**src/rtl/uart_alu_pkg.sv**
```systemverilog
// Definitions shared between the UART ALU command parser and the response framer.
package uart_alu_pkg;

    typedef logic [7:0] opcode_t;

    localparam opcode_t RespReservedByte = 8'h00;
    localparam int      RespHeaderBytes  = 4;

    typedef enum logic [1:0] {
        Idle   = 2'd0,
        Header = 2'd1,
        Data   = 2'd2
    } resp_state_e;

endpackage : uart_alu_pkg

```
**src/rtl/uart_alu_resp_framer.sv**
```systemverilog
// Serializes one ALU result (opcode + word) into a little-endian response packet
// on a byte-wide valid/ready stream feeding uart_tx.
module uart_alu_resp_framer
    import uart_alu_pkg::*;
#(
    parameter int WordWidth   = 32,
    parameter int OpcodeWidth = 8
) (
    input  logic                   clk_i,
    input  logic                   reset_ni,
    input  logic [OpcodeWidth-1:0] res_opcode_i,
    input  logic [WordWidth-1:0]   res_data_i,
    input  logic                   res_valid_i,
    output logic                   res_ready_o,
    output logic [7:0]             m_axis_tdata_o,
    output logic                   m_axis_tvalid_o,
    input  logic                   m_axis_tready_i,
    output logic                   busy_o
);

    localparam int DataBytes = WordWidth / 8;
    localparam int PktLen    = RespHeaderBytes + DataBytes;
    localparam int IdxW      = $clog2(PktLen);

    localparam logic [15:0]     PktLenField = 16'(PktLen);
    localparam logic [IdxW-1:0] IdxOne      = IdxW'(1);
    localparam logic [IdxW-1:0] LastHdrIdx  = IdxW'(RespHeaderBytes - 1);
    localparam logic [IdxW-1:0] LastIdx     = IdxW'(PktLen - 1);

    resp_state_e            state_q, state_d;
    logic [IdxW-1:0]        idx_q, idx_d;
    opcode_t                opcode_q, opcode_d;
    logic [WordWidth-1:0]   data_q, data_d;

    // The index runs across the whole packet (header and data) and is cleared
    // on the final byte, so it never wraps.
    always_comb begin
        state_d  = state_q;
        idx_d    = idx_q;
        opcode_d = opcode_q;
        data_d   = data_q;

        case (state_q)
            Idle: begin
                if (res_valid_i) begin
                    opcode_d = opcode_t'(res_opcode_i);
                    data_d   = res_data_i;
                    idx_d    = '0;
                    state_d  = Header;
                end
            end
            Header: begin
                if (m_axis_tready_i) begin
                    idx_d = idx_q + IdxOne;
                    if (idx_q == LastHdrIdx) begin
                        state_d = Data;
                    end
                end
            end
            Data: begin
                if (m_axis_tready_i) begin
                    if (idx_q == LastIdx) begin
                        idx_d   = '0;
                        state_d = Idle;
                    end else begin
                        idx_d = idx_q + IdxOne;
                    end
                end
            end
            default: begin
                state_d = Idle;
            end
        endcase
    end

    // Byte mux decodes only from registered state, so tdata is stable under backpressure.
    always_comb begin
        m_axis_tdata_o = 8'h00;
        case (state_q)
            Header: begin
                case (idx_q)
                    IdxW'(0): m_axis_tdata_o = opcode_q;
                    IdxW'(1): m_axis_tdata_o = RespReservedByte;
                    IdxW'(2): m_axis_tdata_o = PktLenField[7:0];
                    default:  m_axis_tdata_o = PktLenField[15:8];
                endcase
            end
            Data: begin
                for (int k = 0; k < DataBytes; k++) begin
                    if (idx_q == IdxW'(RespHeaderBytes + k)) begin
                        m_axis_tdata_o = data_q[8*k +: 8];
                    end
                end
            end
            default: begin
                m_axis_tdata_o = 8'h00;
            end
        endcase
    end

    always_ff @(posedge clk_i or negedge reset_ni) begin
        if (!reset_ni) begin
            state_q  <= Idle;
            idx_q    <= '0;
            opcode_q <= '0;
            data_q   <= '0;
        end else begin
            state_q  <= state_d;
            idx_q    <= idx_d;
            opcode_q <= opcode_d;
            data_q   <= data_d;
        end
    end

    assign res_ready_o     = (state_q == Idle);
    assign m_axis_tvalid_o = (state_q != Idle);
    assign busy_o          = (state_q != Idle);

endmodule : uart_alu_resp_framer
```
**config.mk**
```make
export PLATFORM = sky130hd
export DESIGN_NAME = uart_alu_resp_framer
export DESIGN_NICKNAME = d
export VERILOG_FILES = /design/src/rtl/uart_alu_pkg.sv /design/src/rtl/uart_alu_resp_framer.sv
export SDC_FILE = /design/constraint.sdc
export NUM_CORES = 1
export LEC_CHECK = 0
export ABC_CLOCK_PERIOD_IN_PS = 2500
export CAP_MARGIN = 5
export CORE_UTILIZATION = 30
export DETAILED_ROUTE_END_ITERATION = 12
export DONT_BUFFER_PORTS = 1
export RECOVER_POWER = 25
export SYNTH_ARGS = -nofsm -noshare
export SYNTH_HDL_FRONTEND = slang
export SYNTH_SLANG_ARGS = --single-unit
```
**constraint.sdc**
```tcl
create_clock -name clk_i -period 2.5 [get_ports clk_i]
set_clock_uncertainty 0.05 [all_clocks]
set_input_delay 0.25 -clock clk_i [delete_from_list [all_inputs] [get_ports clk_i]]
set_output_delay 0.25 -clock clk_i [all_outputs]
set_load 0.01 [all_outputs]
```
==> impl_summary.log, run 1 <==
[metrics] synthesized instance count: 184
[metrics] via-per-instance ratio: 5.00
[metrics] upper clock frequency limit: 421 MHz
[metrics] number of H-tree levels: 2
[metrics] Worst Setup Start Kind: flop
[metrics] full die area: 7890 sq um
[metrics] number of clock sinks seen by CTS: 45
[metrics] final count of pins violating max slew: 0
[metrics] wire length of the first global-routing pass: 7.58 mm
[metrics] final routed wirelength across all metal layers: 4.98 mm
[metrics] count of endpoints failing setup in the final report: 0
[metrics] pwr/cell area: 1150 nW/um^2
[metrics] Diodes inserted: 0
[metrics] Tmin final: 2.38 ns
[metrics] largest cells by area after synthesis: sky130_fd_sc_hd__dfrtp_1 (50%), sky130_fd_sc_hd__mux2_1 (20%), sky130_fd_sc_hd__ha_1 (5.5%), sky130_fd_sc_hd__a22o_1 (3.1%), sky130_fd_sc_hd__a22oi_1 (2.3%)
[metrics] area occupied by multi-input gates: 1060 sq um
[metrics] Seq cells post-synth: 45
[metrics] residual DRC count: 0
[metrics] number of port buffers: 0
[metrics] root cell of the clock tree: sky130_fd_sc_hd__clkbuf_8
[metrics] synthesized net count: 238
[metrics] worst-case vdd ir drop: 0.501 mV
[metrics] critical path data required time: 2.20 ns
[metrics] placeable core region: 7250 sq um
[metrics] yosys warns: 0
[metrics] FF/Latch Area: 1130 sq um
[metrics] number of top-level design ports: 55
[metrics] Vert. Die Dim: 88.8 um
[metrics] final core area utilization: 0.343
[metrics] total chip power: 2850 uW
[metrics] result of the run: completed
[metrics] post-layout worst setup margin: 0.124 ns
[metrics] Cell Area, Synth: 2260 sq um
[metrics] number of antenna violations at the first check in global routing: 0
[metrics] Clk pin slew, worst setup/hold paths: 0.09 ns
[metrics] clock tree from TritonCTS: yes
[metrics] effective utilization at floorplan: 0.312
[metrics] pin count of the biggest net entering global routing: 46
[metrics] count of distinct cell types in the synthesized netlist: 33
[metrics] Placement Rows: 31
[metrics] syn avg cell area: 12.3 sq um
[metrics] TritonCTS Buffers: 5
[metrics] Final nets: 240
[metrics] # fillers: 736
[metrics] Initial DRT Pass Iterations: 4
[metrics] Worst-Skew Late Latency: 0.29 ns
[metrics] wire length per cell: 17.4 um
[metrics] Setup Total Neg Slack: 0 ns
[metrics] Least-Margin Pin Slew: 1.15 ns
[metrics] via count of the first global-routing pass: 1393
[metrics] layout overhead on the synthesized area: 9.84%
[metrics] type of the tightest min-delay check: in2reg
[metrics] layout cell share with drive strength beyond 1: 0.144
[metrics] Antenna Violating Nets Remaining: 0
[metrics] critical-path maximum fanout: 13
[metrics] area share of the largest cell type after synthesis: 0.498
[metrics] post-detailed-placement half-perimeter wirelength: 3.62 mm
[metrics] sequential area share after synthesis: 0.498
[metrics] Total Routing Usage GR: 0.132
[metrics] max-capacitance violation count: 0
[metrics] register-to-register setup slack: 0.65 ns
[metrics] largest area contributor in the netlist: sky130_fd_sc_hd__dfrtp_1
[metrics] via count: 1430
[metrics] worst hold slack after final layout: 0.0301 ns
[metrics] Max-slew headroom: 0.230
[metrics] arrival time of the worst setup path: 2.08 ns
[metrics] crit share post-route: 0.950
[metrics] endpoint type of the worst setup path: output pin
[metrics] floorplan die width: 88.8 um
[metrics] commonest non-fill, non-tap cell in the layout: sky130_fd_sc_hd__dfrtp_1
[metrics] total overflow reported by the global router: 0
[metrics] worst slack, placed: 0.288 ns
[metrics] global placement routability congestion: 0.774
[metrics] Longest Clk Path Bufs: 2
[metrics] Hold Fails Final Rpt: 0
[metrics] leakage: 0.00104 uW
[metrics] setup repair after global routing missed its margin: no
[metrics] kind of critical path: reg2out
[metrics] Iteration-0 DRC Markers: 73
[metrics] leading cell types in the layout, fill and taps excluded: sky130_fd_sc_hd__dfrtp_1 (45), sky130_fd_sc_hd__mux2_1 (40), sky130_fd_sc_hd__inv_1 (11), sky130_fd_sc_hd__a21oi_1 (10), sky130_fd_sc_hd__nor2_1 (9)
==> metal layers <==
metal	routed length, um	up-vias	GRT usage
met5	0	-	0
met4	63	0	0.0440
met3	410	4	0.0354
met2	2110	67	0.180
met1	2390	692	0.200
li1	-	667	-
==> cell families after synthesis <==
group           share of synthesized area
mux                                 0.209
compound gates                      0.137
buf+inv                            0.0426
flops                               0.498
fa+ha+maj                          0.0553
simple gates                       0.0586
==> through the flow <==
step / instances / instance area [sq um]
floorplan: 184 / 2260
global placement: 276 / 2360
detailed placement: 276 / 2360
CTS: 286 / 2480
global route: 286 / 2480
finish: 286 / 2480
==> synthesized netlist by cell type, drive strengths merged <==
library cell	count
o221ai	1
o22a	1
nor2	11
ha	10
nand2b	1
dfrtp	45
a211oi	7
clkbuf	1
o31ai	1
a22o	8
nor3	2
and2	1
nor2b	2
a31oi	1
o21ai	1
a21o	1
a21oi	11
nand4	1
mux2	42
buf	8
nand3	2
inv	12
o2111ai	1
nand2	6
a22oi	7
==> report_power, final <==
group          switching [uW]  internal, uW
registers                 219          1090
clock network             237           194
logic                     613           497
==> repair_timing <==
item	in CTS	in global routing
pin swaps	0	0
cloned	0	0
hold buffers	2	0
gates resized for setup	1	6
setup endpoints to repair	3	7
endpoints found under the hold margin	45	0
setup buffers	0	0
==> state kept, by name, summed over array words and instances, names as in the netlist <==
| register | cells |
|---|---|
| data_q | 32 |
| opcode_q | 8 |
| idx_q | 3 |
| state_q | 2 |
==> worst paths after layout <==
kind | start | end | cells past startpoint
max reg2reg | idx_q[1]$_DFFE_PN0P_ | state_q[1]$_DFFE_PN0P_ | 6
min | res_data_i[17] | data_q[17]$_DFFE_PN0P_ | 1
min reg2reg | data_q[11]$_DFFE_PN0P_ | data_q[11]$_DFFE_PN0P_ | 1
min in group asynchronous | reset_ni | idx_q[1]$_DFFE_PN0P_ | 2
max | idx_q[1]$_DFFE_PN0P_ | m_axis_tdata_o[6] | 7
max in group asynchronous | reset_ni | data_q[22]$_DFFE_PN0P_ | 2
==> final cells by class <==
class / instances / share of cell area
clock buffers: 6 / 0.0292
clock inverters: 2 / 0.00403
inverters: 12 / 0.0181
multi-input cells: 118 / 0.428
flip-flops and latches: 45 / 0.453
well taps: 99 / 0.0498
repair buffers: 4 / 0.0171
==> worst max-delay path, stage by stage (launching register included) <==
cell                       delay [ns]
sky130_fd_sc_hd__dfrtp_1         0.43
sky130_fd_sc_hd__ha_1            0.22
sky130_fd_sc_hd__ha_2            0.26
sky130_fd_sc_hd__nor2b_1         0.18
sky130_fd_sc_hd__buf_4           0.17
sky130_fd_sc_hd__a21oi_1         0.05
sky130_fd_sc_hd__a211oi_1        0.20
sky130_fd_sc_hd__a22o_1          0.26
No activity file was read; power rests on OpenSTA's default activity.
==> run 2, diff against run 1 <==
Settings changed: CORE_UTILIZATION 30 to 39.
==> impl_summary.log, run 2 (synthesis results as in run 1) <==
[metrics] beginning of the worst register-to-register path: idx_q[1]$_DFFE_PN0P_
[metrics] Combinational Power Share: 0.366
[metrics] Setup Total Neg Slack: 0 ns
[metrics] met3 track utilization from global routing: 0.0581
[metrics] root cell of the clock tree: sky130_fd_sc_hd__clkbuf_8
[metrics] count of endpoints failing setup in the final report: 0
[metrics] Hold Fails Final Rpt: 0
[metrics] via-per-instance ratio: 5.43
[metrics] endpoint type of the worst setup path: output pin
[metrics] pin count of the biggest net entering global routing: 46
[metrics] final count of pins violating max slew: 0
[metrics] met1 Track Usage GR: 0.202
[metrics] critical path data required time: 2.20 ns
[metrics] Longest Clk Path Bufs: 2
[metrics] worst-case vdd ir drop: 0.590 mV
[metrics] length in cells of the worst reg-to-reg path: 6
[metrics] full die area: 6110 sq um
[metrics] Buf+Inv Stages, Crit Path: 1
[metrics] Clk pin slew, worst setup/hold paths: 0.09 ns
[metrics] Antenna Violating Nets Remaining: 0
[metrics] number of top-level design ports: 55
[metrics] number of port buffers: 0
[metrics] critical-path cell list: inv_1 > ha_1 > nor2b_4 > a22oi_1 > a211oi_1 > a22o_1
[metrics] largest register by flop count: data_q
[metrics] global placement routability congestion: 0.951
[metrics] via count: 1407
[metrics] upper clock frequency limit: 432 MHz
[metrics] largest stage delay on the critical path: 0.42 ns
[metrics] final instance count without filler cells: 259
[metrics] number of antenna violations at the first check in global routing: 0
[metrics] Least-Margin Pin Slew: 1.09 ns
[metrics] leakage: 0.00105 uW
[metrics] clock network fraction of total power: 0.188
[metrics] layout cell share with drive strength beyond 1: 0.123
[metrics] # fillers: 502
[metrics] Placement Rows: 27
[metrics] floorplan die width: 78.2 um
[metrics] pwr/cell area: 1200 nW/um^2
[metrics] effective utilization at floorplan: 0.408
[metrics] wire length of the first global-routing pass: 7.75 mm
[metrics] clock tree from TritonCTS: yes
[metrics] total overflow reported by the global router: 0
[metrics] number of clock sinks seen by CTS: 45
[metrics] busiest metal layer after global routing: met2
[metrics] global-route met2 utilization: 0.275
[metrics] number of flip-flops in the largest register: 32
[metrics] number of H-tree levels: 2
[metrics] post-detailed-placement half-perimeter wirelength: 3.53 mm
[metrics] slowest cell on the critical path: sky130_fd_sc_hd__dfrtp_1
[metrics] Tmin final: 2.32 ns
[metrics] register-to-register setup slack: 0.66 ns
[metrics] Worst-Skew Late Latency: 0.29 ns
[metrics] type of the tightest min-delay check: in2reg
[metrics] post-layout worst setup margin: 0.183 ns
[metrics] max-capacitance violation count: 0
[metrics] hold path cells: 1
[metrics] commonest non-fill, non-tap cell in the layout: sky130_fd_sc_hd__dfrtp_1
[metrics] placed insts: 249
[metrics] worst slack, placed: 0.379 ns
[metrics] Max-slew headroom: 0.276
[metrics] TritonCTS Buffers: 5
[metrics] final routed wirelength across all metal layers: 4.68 mm
[metrics] crit share post-route: 0.927
[metrics] setup repair after global routing missed its margin: no
[metrics] buffer count from post-CTS setup fixing: 0
[metrics] top cell family by delay on the critical path: compound AO/OA/AOI/OAI gates
[metrics] placeable core region: 5540 sq um
[metrics] Internal Dissipation: 1880 uW
[metrics] worst-case hold path end point: data_q[9]$_DFFE_PN0P_
[metrics] wire length per cell: 18.1 um
[metrics] Reg2Reg Capture Point: state_q[1]$_DFFE_PN0P_
[metrics] Final nets: 240
[metrics] residual DRC count: 0
[metrics] part of the total power dissipated in sequential elements: 0.447
[metrics] critical-path maximum fanout: 7
[metrics] layout overhead on the synthesized area: 8.96%
[metrics] leading cell types in the layout, fill and taps excluded: sky130_fd_sc_hd__dfrtp_1 (45), sky130_fd_sc_hd__mux2_1 (40), sky130_fd_sc_hd__inv_1 (11), sky130_fd_sc_hd__a21oi_1 (10)
[metrics] registers with the most flip-flops: data_q x32, opcode_q x8, idx_q x3
[metrics] via count of the first global-routing pass: 1562
[metrics] fraction of power spent switching nets: 0.363
[metrics] Iteration-0 DRC Markers: 69
[metrics] arrival time of the worst setup path: 2.02 ns
[metrics] Initial DRT Pass Iterations: 4
[metrics] Diodes inserted: 0
[metrics] hold wc startpoint: res_data_i[9]
[metrics] Vert. Die Dim: 78.2 um
[metrics] kind of critical path: reg2out
[metrics] Total Routing Usage GR: 0.166
[metrics] net switching power of the design: 1070 uW
[metrics] result of the run: completed
[metrics] Worst Setup Start Kind: flop
[run 2: changes by cell type in the layout (fill, tap and decap cells not counted), moves of 2 or more]
cell / previous run / this run
sky130_fd_sc_hd__a211oi_1: 3 / 6
sky130_fd_sc_hd__a211oi_2: 4 / 1
sky130_fd_sc_hd__ha_1: 7 / 9
sky130_fd_sc_hd__clkinv_2: 2 / 0
sky130_fd_sc_hd__ha_2: 3 / 1
sky130_fd_sc_hd__inv_6: 0 / 2
[run 2: how the worst max path moves through the flow]
| stage | startpoint | to | slack, ns | depth (start not counted) |
|---|---|---|---|---|
| floorplan | idx_q[0]$_DFFE_PN0P_ | m_axis_tdata_o[7] | 0.67 | 6 |
| global placement | idx_q[0]$_DFFE_PN0P_ | m_axis_tdata_o[5] | 0.45 | 6 |
| detailed placement | idx_q[1]$_DFFE_PN0P_ | m_axis_tdata_o[2] | 0.38 | 6 |
| CTS | idx_q[1]$_DFFE_PN0P_ | m_axis_tdata_o[2] | 0.04 | 6 |
| global route | idx_q[0]$_DFFE_PN0P_ | m_axis_tdata_o[4] | 0.009 | 6 |
| finish | idx_q[0]$_DFFE_PN0P_ | m_axis_tdata_o[6] | 0.18 | 6 |
[run 2: timing repair]
action | 4_1_cts | 5_1_grt
endpoints found under the setup margin | 0 | 8
resized for setup | 0 | 2
hold buffers | 2 | 0
hold endpoints to repair | 45 | 0
[run 2: routing by layer]
layer / vias up / wire length [um]
li1: 668 / -
met1: 681 / 1990
met2: 46 / 2300
met3: 12 / 289
met4: 0 / 98
met5: - / 0
[run 2: power by group through the flow]
stage	Combinational [uW]	Clock (uW)	Sequential, uW
finish	1080	555	1320
global route	1200	617	1360
CTS	1100	572	1320
detailed placement	1070	0	1330
global placement	1020	0	1320
floorplan	889	0	1240
[run 2: through the flow]
stage | cell area (sq um) | util | hold slack [ns] | power, uW
2_1_floorplan | 2260 | - | -0.0956 | 2120
3_3_place_gp | 2330 | 0.420 | -0.0944 | 2350
3_5_place_dp | 2330 | 0.420 | -0.0942 | 2400
4_1_cts | 2480 | 0.448 | 0.0202 | 2990
5_1_grt | 2460 | 0.445 | 0.00999 | 3180
6_report | 2460 | 0.445 | 0.0311 | 2960
[run 2: worst reg2reg max path, delay by kind of cell (launching register included)]
family / cells / cell delay, ns
AOI/OAI and AO/OA: 2 / 0.35
DFF: 1 / 0.40
muxes: 1 / 0.32
adders and majority gates: 2 / 0.53
and+or+nand+nor: 1 / 0.08
[run 2: final cells by class]
class	count	area (sq um)	share of cell area
clock buffers	5	68.8	0.0279
clock inverters	3	47.5	0.0193
inverters	12	45.0	0.0183
multi-input cells	118	1040	0.424
flip-flops and latches	45	1130	0.457
well taps	72	90.1	0.0365
repair buffers	4	42.5	0.0173
